===== config.mk =====
export PLATFORM = sky130hd
export DESIGN_NAME = rca_multiword_add_ctrl
export DESIGN_NICKNAME = d
export VERILOG_FILES = /design/src/rtl/rca_multiword_add_ctrl.sv
export SDC_FILE = /design/constraint.sdc
export NUM_CORES = 1
export LEC_CHECK = 0
export CAP_MARGIN = 20
export CORE_MARGIN = 3
export CORE_UTILIZATION = 31
export DETAILED_ROUTE_END_ITERATION = 8
export GPL_TIMING_DRIVEN = 0
export MAX_ROUTING_LAYER = met4
export SETUP_SLACK_MARGIN = 0.1
export SYNTH_ARGS = -nofsm -noshare
export SYNTH_HDL_FRONTEND = slang
export SYNTH_HIERARCHICAL = 1
export SYNTH_SLANG_ARGS = --single-unit

===== constraint.sdc =====
create_clock -name clk -period 15.1 [get_ports clk]
set_clock_uncertainty 0.1 [all_clocks]
set_input_delay 3.02 -clock clk [delete_from_list [all_inputs] [get_ports clk]]
set_output_delay 3.02 -clock clk [all_outputs]
set_load 0.01 [all_outputs]

===== src/rtl/rca_multiword_add_ctrl.sv =====
// Multi-word adder sequencer: one 32-bit ripple-carry adder is reused over WORDS cycles, LSW first.
// Optional subtract mode is enabled by defining RCA_CTRL_SUB_EN.
module ripple_carry_adder_32bit (
    input  logic [31:0] a,
    input  logic [31:0] b,
    input  logic        cin,
    output logic [31:0] sum,
    output logic        cout
);
    logic [32:0] c;

    always_comb begin
        sum  = '0;
        c    = '0;
        c[0] = cin;
        for (int i = 0; i < 32; i++) begin
            sum[i]   = a[i] ^ b[i] ^ c[i];
            c[i + 1] = (a[i] & b[i]) | (c[i] & (a[i] ^ b[i]));
        end
        cout = c[32];
    end
endmodule

module rca_multiword_add_ctrl #(
    parameter int unsigned WORDS = 4
) (
    input  logic                clk,
    input  logic                rst,
    input  logic                in_valid,
    output logic                in_ready,
    input  logic [32*WORDS-1:0] a,
    input  logic [32*WORDS-1:0] b,
    input  logic                cin,
`ifdef RCA_CTRL_SUB_EN
    input  logic                sub,
`endif
    output logic                out_valid,
    input  logic                out_ready,
    output logic [32*WORDS-1:0] sum,
    output logic                cout,
    output logic                busy
);
    localparam int unsigned W  = 32 * WORDS;
    localparam int unsigned IW = (WORDS > 1) ? $clog2(WORDS) : 1;

    typedef enum logic [1:0] {StIdle, StRun, StDone} state_t;

    state_t          state_q, state_d;
    logic [W-1:0]    a_q, b_q, sum_q;
    logic            carry_q, cout_q;
    logic [IW-1:0]   idx_q;
    logic [31:0]     add_a, add_b, add_sum;
    logic            add_cout, last, sub_sel;

`ifdef RCA_CTRL_SUB_EN
    logic sub_q;
    assign sub_sel = sub_q;
`else
    assign sub_sel = 1'b0;
`endif

    assign last  = (idx_q == IW'(WORDS - 1));
    assign add_a = a_q[32*idx_q +: 32];
    // Subtraction is a + ~b + 1; the +1 comes from the preset carry at accept.
    assign add_b = b_q[32*idx_q +: 32] ^ {32{sub_sel}};

    ripple_carry_adder_32bit u_adder (
        .a    (add_a),
        .b    (add_b),
        .cin  (carry_q),
        .sum  (add_sum),
        .cout (add_cout)
    );

    always_ff @(posedge clk or posedge rst) begin
        if (rst) begin
            state_q <= StIdle;
        end else begin
            state_q <= state_d;
        end
    end

    always_comb begin
        state_d   = state_q;
        in_ready  = 1'b0;
        out_valid = 1'b0;
        busy      = 1'b0;
        unique case (state_q)
            StIdle: begin
                in_ready = 1'b1;
                if (in_valid) state_d = StRun;
            end
            StRun: begin
                busy = 1'b1;
                if (last) state_d = StDone;
            end
            StDone: begin
                out_valid = 1'b1;
                if (out_ready) state_d = StIdle;
            end
            default: state_d = StIdle;
        endcase
    end

    always_ff @(posedge clk or posedge rst) begin
        if (rst) begin
            a_q     <= '0;
            b_q     <= '0;
            sum_q   <= '0;
            carry_q <= 1'b0;
            cout_q  <= 1'b0;
            idx_q   <= '0;
`ifdef RCA_CTRL_SUB_EN
            sub_q   <= 1'b0;
`endif
        end else begin
            case (state_q)
                StIdle: begin
                    if (in_valid) begin
                        a_q     <= a;
                        b_q     <= b;
                        idx_q   <= '0;
                        sum_q   <= '0;
`ifdef RCA_CTRL_SUB_EN
                        sub_q   <= sub;
                        carry_q <= sub | cin;
`else
                        carry_q <= cin;
`endif
                    end
                end
                StRun: begin
                    sum_q[32*idx_q +: 32] <= add_sum;
                    carry_q               <= add_cout;
                    if (last) begin
                        cout_q <= add_cout;
                    end else begin
                        idx_q <= idx_q + 1'b1;
                    end
                end
                default: ;
            endcase
        end
    end

    assign sum  = sum_q;
    assign cout = cout_q;
endmodule


Yosys cells after proc, flatten, opt, wreduce, memory -nomap -nowiden --
Index checks and enable logic that the tools add are counted.
Operators by class: add/subtract/negate cells 2, eq/ne operators 7, shift operators 4, mux-type cells 15, bitwise gates (word level) 160, reductions and logical operators 7
Operator list (count):
- 128-bit one-hot mux with 2 select lines | 1
- 128-bit by 8-bit indexed part select with 32-bit output | 2
- 128-bit bitwise mux | 1
- 128-bit two-way mux | 1
- 32-bit by 34-bit variable shift with 128-bit output (first input constant) | 1
- 32-bit by 34-bit indexed part select with 128-bit output | 1
- 1-bit AND | 64
- 1-bit bitwise XOR | 64
- 7-bit negation with 34-bit output | 1
- 1-bit OR | 32
- 2-bit two-way mux | 5
- 2-bit != test (second input constant) | 4
- 2-bit one-hot mux with 3 select lines | 1
- 2-bit AND reduction | 3
- 3-bit AND reduction | 2
- 2-bit equality test (second input constant) | 2
- 1-bit two-way mux | 4
- 2-bit one-hot mux with 2 select lines | 1
- 2-bit by 1-bit adder with 2-bit output (second input constant) | 1
- 2-bit by 1-bit equality test with 1-bit output (second input constant) | 1
- 2-bit logical NOT | 1
- 1-bit one-hot mux with 2 select lines | 1
- 2-bit nonzero test | 1
Storage, ports and cells: flip-flop bits (word level) 390, bits of input ports 261, output and inout port bits 132, word-level logic and storage cells 202

Longest topological paths before layout --
Gate-level depths: netlist (run 1).
depth in word-level cells 68, mapped depth 42, depth with buffers taken out 39

Hierarchy --
The synthesis (run 1) kept the hierarchy.
By module, submodules not included:
- rca_multiword_add_ctrl | times used 1, cells an instance 1492, area each 16235.6 um^2, seq. area each 9759.4 um^2
- ripple_carry_adder_32bit | times used 1, cells an instance 42, area each 678.2 um^2, seq. area each 0.0 um^2

Worst setup path after synthesis (run 1) --
Ideal clock, no wire load.
path type flip-flop to flip-flop, start point register idx_q[0], end point register sum_q[31], in the netlist sum[31], library setup time 0.065 ns, arrival 13.859 ns, required time 14.935 ns, setup slack 1.076 ns, stages on the path, launching flop included 42, path buffers 3, path through dfrtp_1 -> buf_2 -> buf_4 -> buf_4 -> mux4_2 -> fa_1 -> fa_1 -> fa_1 -> fa_1 -> fa_1 -> fa_1 -> fa_1 -> fa_1 -> fa_1 -> fa_1 -> fa_1 -> fa_1 -> fa_1 -> [6 not listed] -> fa_1 -> fa_1 -> fa_1 -> fa_1 -> fa_1 -> fa_1 -> fa_1 -> fa_1 -> fa_1 -> fa_1 -> fa_1 -> fa_1 -> fa_1 -> fa_1 -> inv_1 -> fa_1 -> inv_1 -> a22o_1
Between the ends: cells in the longest elaborated chain, start to end 68
RTL lines:
- start, declared | RTL line 51 | logic [IW-1:0] idx_q;
- start signal, assigned | RTL line 138 | idx_q <= idx_q + 1'b1;
- 128-bit by 8-bit indexed part select with 32-bit output (*) | RTL line 63 | assign add_a = a_q[32*idx_q +: 32];
- via add_a[0] | RTL line 52 | logic [31:0] add_a, add_b, add_sum;
- 1-bit bitwise XOR | RTL line 18 | c[i + 1] = (a[i] & b[i]) | (c[i] & (a[i] ^ b[i]));
- 1-bit AND | RTL line 18
- 1-bit OR (*) | RTL line 18
- 1-bit AND (*) | RTL line 18
- 1-bit OR (*) | RTL line 18
- 1-bit AND (*) | RTL line 18
- [54 not listed]
- 1-bit OR (*) | RTL line 18
- 1-bit AND (*) | RTL line 18
- 1-bit OR (*) | RTL line 18
- 1-bit bitwise XOR (*) | RTL line 17 | sum[i] = a[i] ^ b[i] ^ c[i];
- via add_sum[31] | RTL line 52
- 32-bit by 34-bit indexed part select with 128-bit output (*) | RTL line 133 | sum_q[32*idx_q +: 32] <= add_sum;
- 128-bit bitwise mux (*) | RTL line 133
- 128-bit one-hot mux with 2 select lines (*) | RTL line 117 | case (state_q)
- end signal, assigned by index | RTL line 133
- end, declared | RTL line 49 | logic [W-1:0] a_q, b_q, sum_q;
Mark *: on every way through the listed nets, which the timed path passes. The rest lies on a longest branch. A chain may end at the register's enable or synchronous reset.

Worst setup path after layout (run 1) --
start point register idx_q[1], end point register sum_q[31], in the netlist sum[31]
Same word-level chain as after synthesis.

==> results.txt, run 1 <==
- Clock tree root driver cell: sky130_fd_sc_hd__clkbuf_16
- Fraction of power consumed by the clock network: 17.7%
* Share of the cycle needed by the critical path after routing: approximately 97%
- In the final routed layout, each cell accounts on average for 22.5 microns.
* Mux share of post-synthesis cell area: roughly 8.7%
- Final critical-path setup slack: roughly 0.48 ns
- The initial antenna violation count came to 2.
- Die outline height: ~240 microns
* Data arrival time of the critical path: between 15 and 20 ns
- Setup violations remaining at the end of the flow were counted as 0.
- After Yosys synthesis, full adders, half adders and majority gates account for under 10% of the synthesized area.
* Critical path buffer and inverter count: 6
- Synthesized-area fraction occupied by ao, oa, aoi and oai cells: approximately 6.9%
- In the synthesized netlist the dominant register cell turns out to be sky130_fd_sc_hd__dfrtp_1.
- Setup repair after global routing left no endpoint under its margin.
- The worst path in the final design needs a cycle of roughly 15 ns, including I/O delays and setup.
- NetSw: approximately 2.4 mW
- Summed over all layers, the global routing overflow is 0.
- Synthesis handed over a netlist of roughly 1,500 instances.
* Most instantiated cells after synthesis: 777 x sky130_fd_sc_hd__nand2_1, 390 x sky130_fd_sc_hd__dfrtp_1, 128 x sky130_fd_sc_hd__a22o_1, 64 x sky130_fd_sc_hd__mux4_2, 51 x sky130_fd_sc_hd__buf_2
- Post-synthesis cell area: about 17,000 sq um
- Post-synthesis share of cell area spent on xor and xnor gates: 0%
- Die W: roughly 240 microns
- Slew at the pin closest to its max-slew limit: between 0.7 and 0.8 ns
- Area added between synthesis and finish: 37.5%
* Sequential cell fraction of total power: a little under a third
- Counting flops with a built-in enable in the synthesized netlist gives 0.
- Biggest fanout along the worst timing path: 10
* Area post-placement: between 20,000 and 25,000 sq um
- VDD sags by at most around 94 uV.
* Count leader, synth: sky130_fd_sc_hd__nand2_1
- Pre-CTS worst setup slack: -0.942 ns
- On the critical path, the stage with the largest delay is an instance of sky130_fd_sc_hd__dfrtp_1.
- The count of buffers added on input and output ports is 392.
- The HPWL after detailed placement is around 46 mm.
- TritonCTS created 43 clock buffers.
- After clock tree synthesis, the clock-pin slew on the worst setup and hold paths is ~0.06 ns.
- Largest family of logic cells by synthesized area: simple AND/OR/NAND/NOR gates
- Cell type with the highest occurrence count on the critical path: sky130_fd_sc_hd__fa_1
- Post-synthesis cell type with the largest combined area: sky130_fd_sc_hd__dfrtp_1
- In the routed layout, each cell is associated on average with a via count of 4.87.
* Outcome: finished clean
* Startpoint kind of the worst setup timing path: flop
- Post-route standard cell area excluding fillers: around 23,000 sq um
- Number of max-slew violations in the final report: 0
- The internal portion of the total power is approximately 3.4 mW.
- Entering global routing, the biggest net connects 130 pins.
- For this design the ratio of total power to cell area is 252 nW/um^2.
- Starting Density: 31.7%
* Final non-filler cell total: around 2,700
- Maximum capacitance violations: 0
- Maximum level of the CTS H-tree: 2
- Sw Ratio: 41.8%
* Number of rows created at floorplan: between 80 and 90
- Clock tree buffer depth: 3
* Avg Synthesized Cell Area: between 10 and 15 sq um
- After Yosys synthesis, and, or, nand and nor cells account for 18.2% of the synthesized area.
* Worst Path Class, Setup: flop to flop
* Number of global-route vias before repair: around 14,000
- The synthesized netlist contains 25 unique library cells.
- Share of layout cells above drive strength 1: a little under an eighth
- The number of nets in the synthesized netlist is between 1,500 and 2,000.
- Kind of cell adding the most delay to the critical path: adder cells
* Dominant cells by area after synthesis: sky130_fd_sc_hd__dfrtp_1 58%, sky130_fd_sc_hd__nand2_1 17%, sky130_fd_sc_hd__mux4_2 8.5%, sky130_fd_sc_hd__a22o_1 6.6%, sky130_fd_sc_hd__fa_1 3.8%
* Setup TNS: 0 ns
* Worst min-delay path category: flop to flop
- The floorplan step defined a die boundary enclosing 57,400 sq um.
* Number of nets with antenna violations after detailed routing: 0
- Top cell type's share of synthesized area: between 50% and 60%
- Top Ports: around 390
- Summing over every cut layer, the via total after detailed routing is about 13,000.
- STA classifies the critical path endpoint as a flop.
* Fraction of synthesis flops using an asynchronous set or reset pin: 100%
- Fmax: approximately 68 MHz
* Wire length of the first global-routing pass: 90.6 mm
* Fraction of the yosys area taken by sequential cells: 57.7%
- TritonCTS built the clock tree.
- Number of endpoints with negative hold slack in the final report: 0
* Total track usage: 21.9%
* Nets: 2,274
- The number of placed instances, taps included, is roughly 2,600.
* Combinational group share of total power: 51.8%
- The clock drives roughly 400 sinks.
- Core area: about 53,000 sq um
* Detailed-router iteration count before antenna repair: 5
* End-of-flow core utilization: roughly 44%
* Wire length reported by the detailed router: about 60 mm
* DRC marker count from the first detailed-route iteration: about 880
* Worst slew margin relative to its limit: around half
* Crit path required time: roughly 15 ns
* Crit-path max cell delay: about 0.48 ns
- Synth Warn #: 6
- After detailed routing, the number of remaining DRC violations is 0.
* LEAKAGE: 11.2 nW
* Latest clock arrival within the worst-skew pair: approximately 0.56 ns
- Last weighted congestion value of the routability-driven placer: 0.868
- Register bit total from synthesis: between 300 and 400
[placed cells by master (no fill, tap or decap), types with 8 or more instances in the layout]
cell type                         instances
sky130_fd_sc_hd__mux4_2                  64
sky130_fd_sc_hd__fa_1                    24
sky130_fd_sc_hd__clkbuf_1                18
sky130_fd_sc_hd__clkdlybuf4s50_1        392
sky130_fd_sc_hd__a22o_1                 128
sky130_fd_sc_hd__buf_2                   46
sky130_fd_sc_hd__inv_1                   14
sky130_fd_sc_hd__buf_4                   12
sky130_fd_sc_hd__buf_6                   29
sky130_fd_sc_hd__nand2_1                777
sky130_fd_sc_hd__clkbuf_8                 9
sky130_fd_sc_hd__fa_2                     8
sky130_fd_sc_hd__dfrtp_1                390
sky130_fd_sc_hd__clkbuf_16               45
[sequential cells by signal (all words and copies together) (netlist names)]
register	cells
b_q	128
a_q	128
carry_q	1
state_q	2
sum	128
cout	1
idx_q	2
[layer usage]
| metal | part of all wire [%] | global-route usage [%] |
|---|---|---|
| met1 | 44 | 29.0 |
| met2 | 49 | 35.6 |
| met3 | 5.0 | 3.64 |
| met4 | 2.1 | 5.24 |
| met5 | 0 | - |
[logic make-up (layout without fill, tap and decap cells)]
group	count (synthesis)	count (layout)
buffers and inverters	114	585
AO/OA/AOI/OAI	135	135
multiplexers	66	66
adder cells (fa/ha/maj)	38	38
other	0	2
AND/OR/NAND/NOR	791	791
flip-flops	390	390
[tightest hold or removal path, delay by kind of cell, from the launching register on]
kind	cells	cell delay [ns]
flip-flops	1	0.33
AND/OR/NAND/NOR	2	0.10
[path summary, 6_finish.rpt]
| path | startpoint | endpoint | slack [ns] | cells after the start |
|---|---|---|---|---|
| setup / recovery | idx_q[1] | sum[31] | 0.48 | 40 |
| hold reg to reg | b_q[100] | b_q[100] | 0.37 | 2 |
| min in group asynchronous | rst | sum[118] | 2.74 | 2 |
| hold / removal | b_q[100] | b_q[100] | 0.37 | 2 |
| max in group asynchronous | rst | b_q[98] | 10.67 | 4 |
| setup reg to reg | idx_q[1] | sum[31] | 0.48 | 40 |
[area by class of cell]
| type | count | area [sq um] |
|---|---|---|
| Fill cell | 4975 | 30000 |
| Sequential cell | 390 | 9760 |
| Multi-Input combinational cell | 1030 | 6450 |
| Timing Repair Buffer | 396 | 4010 |
| Clock buffer | 65 | 1290 |
| Tap cell | 688 | 861 |
| Buffer | 98 | 724 |
| Clock inverter | 10 | 81.3 |
| Inverter | 16 | 70.1 |
| Antenna cell | 2 | 5.00 |
[power by group through the flow]
stage               clock, mW  combinational, mW  sequential [mW]
detailed placement          0               3.00             1.80
global route             1.11               3.31             1.84
global placement            0               2.95             1.79
floorplan                   0               1.64             1.77
CTS                      1.06               3.04             1.79
finish                   1.03               3.03             1.79
[per-stage QoR]
step | power [mW] | hold WS, ns
after floorplan | 3.41 | 0.340
after global placement | 4.73 | 0.352
after detailed placement | 4.80 | 0.357
after CTS | 5.88 | 0.371
after global routing | 6.25 | 0.388
final | 5.85 | 0.368
[what timing repair did]
item | CTS | global route
hold endpoints to repair | 0 | 0
hold buffers | 0 | 0
gates cloned | 0 | 0
setup endpoints to repair | 14 | 10
setup buffers | 1 | 0
pin swaps | 0 | 0
resized for setup | 22 | 7
Power figures use the tool's default switching activity.
==> run 2: changes to the inputs <==
PLACE_DENSITY = 0.6   (was not set)
==> results of run 2 <==
Final layout, timing and power as in run 1 (identical DEF).
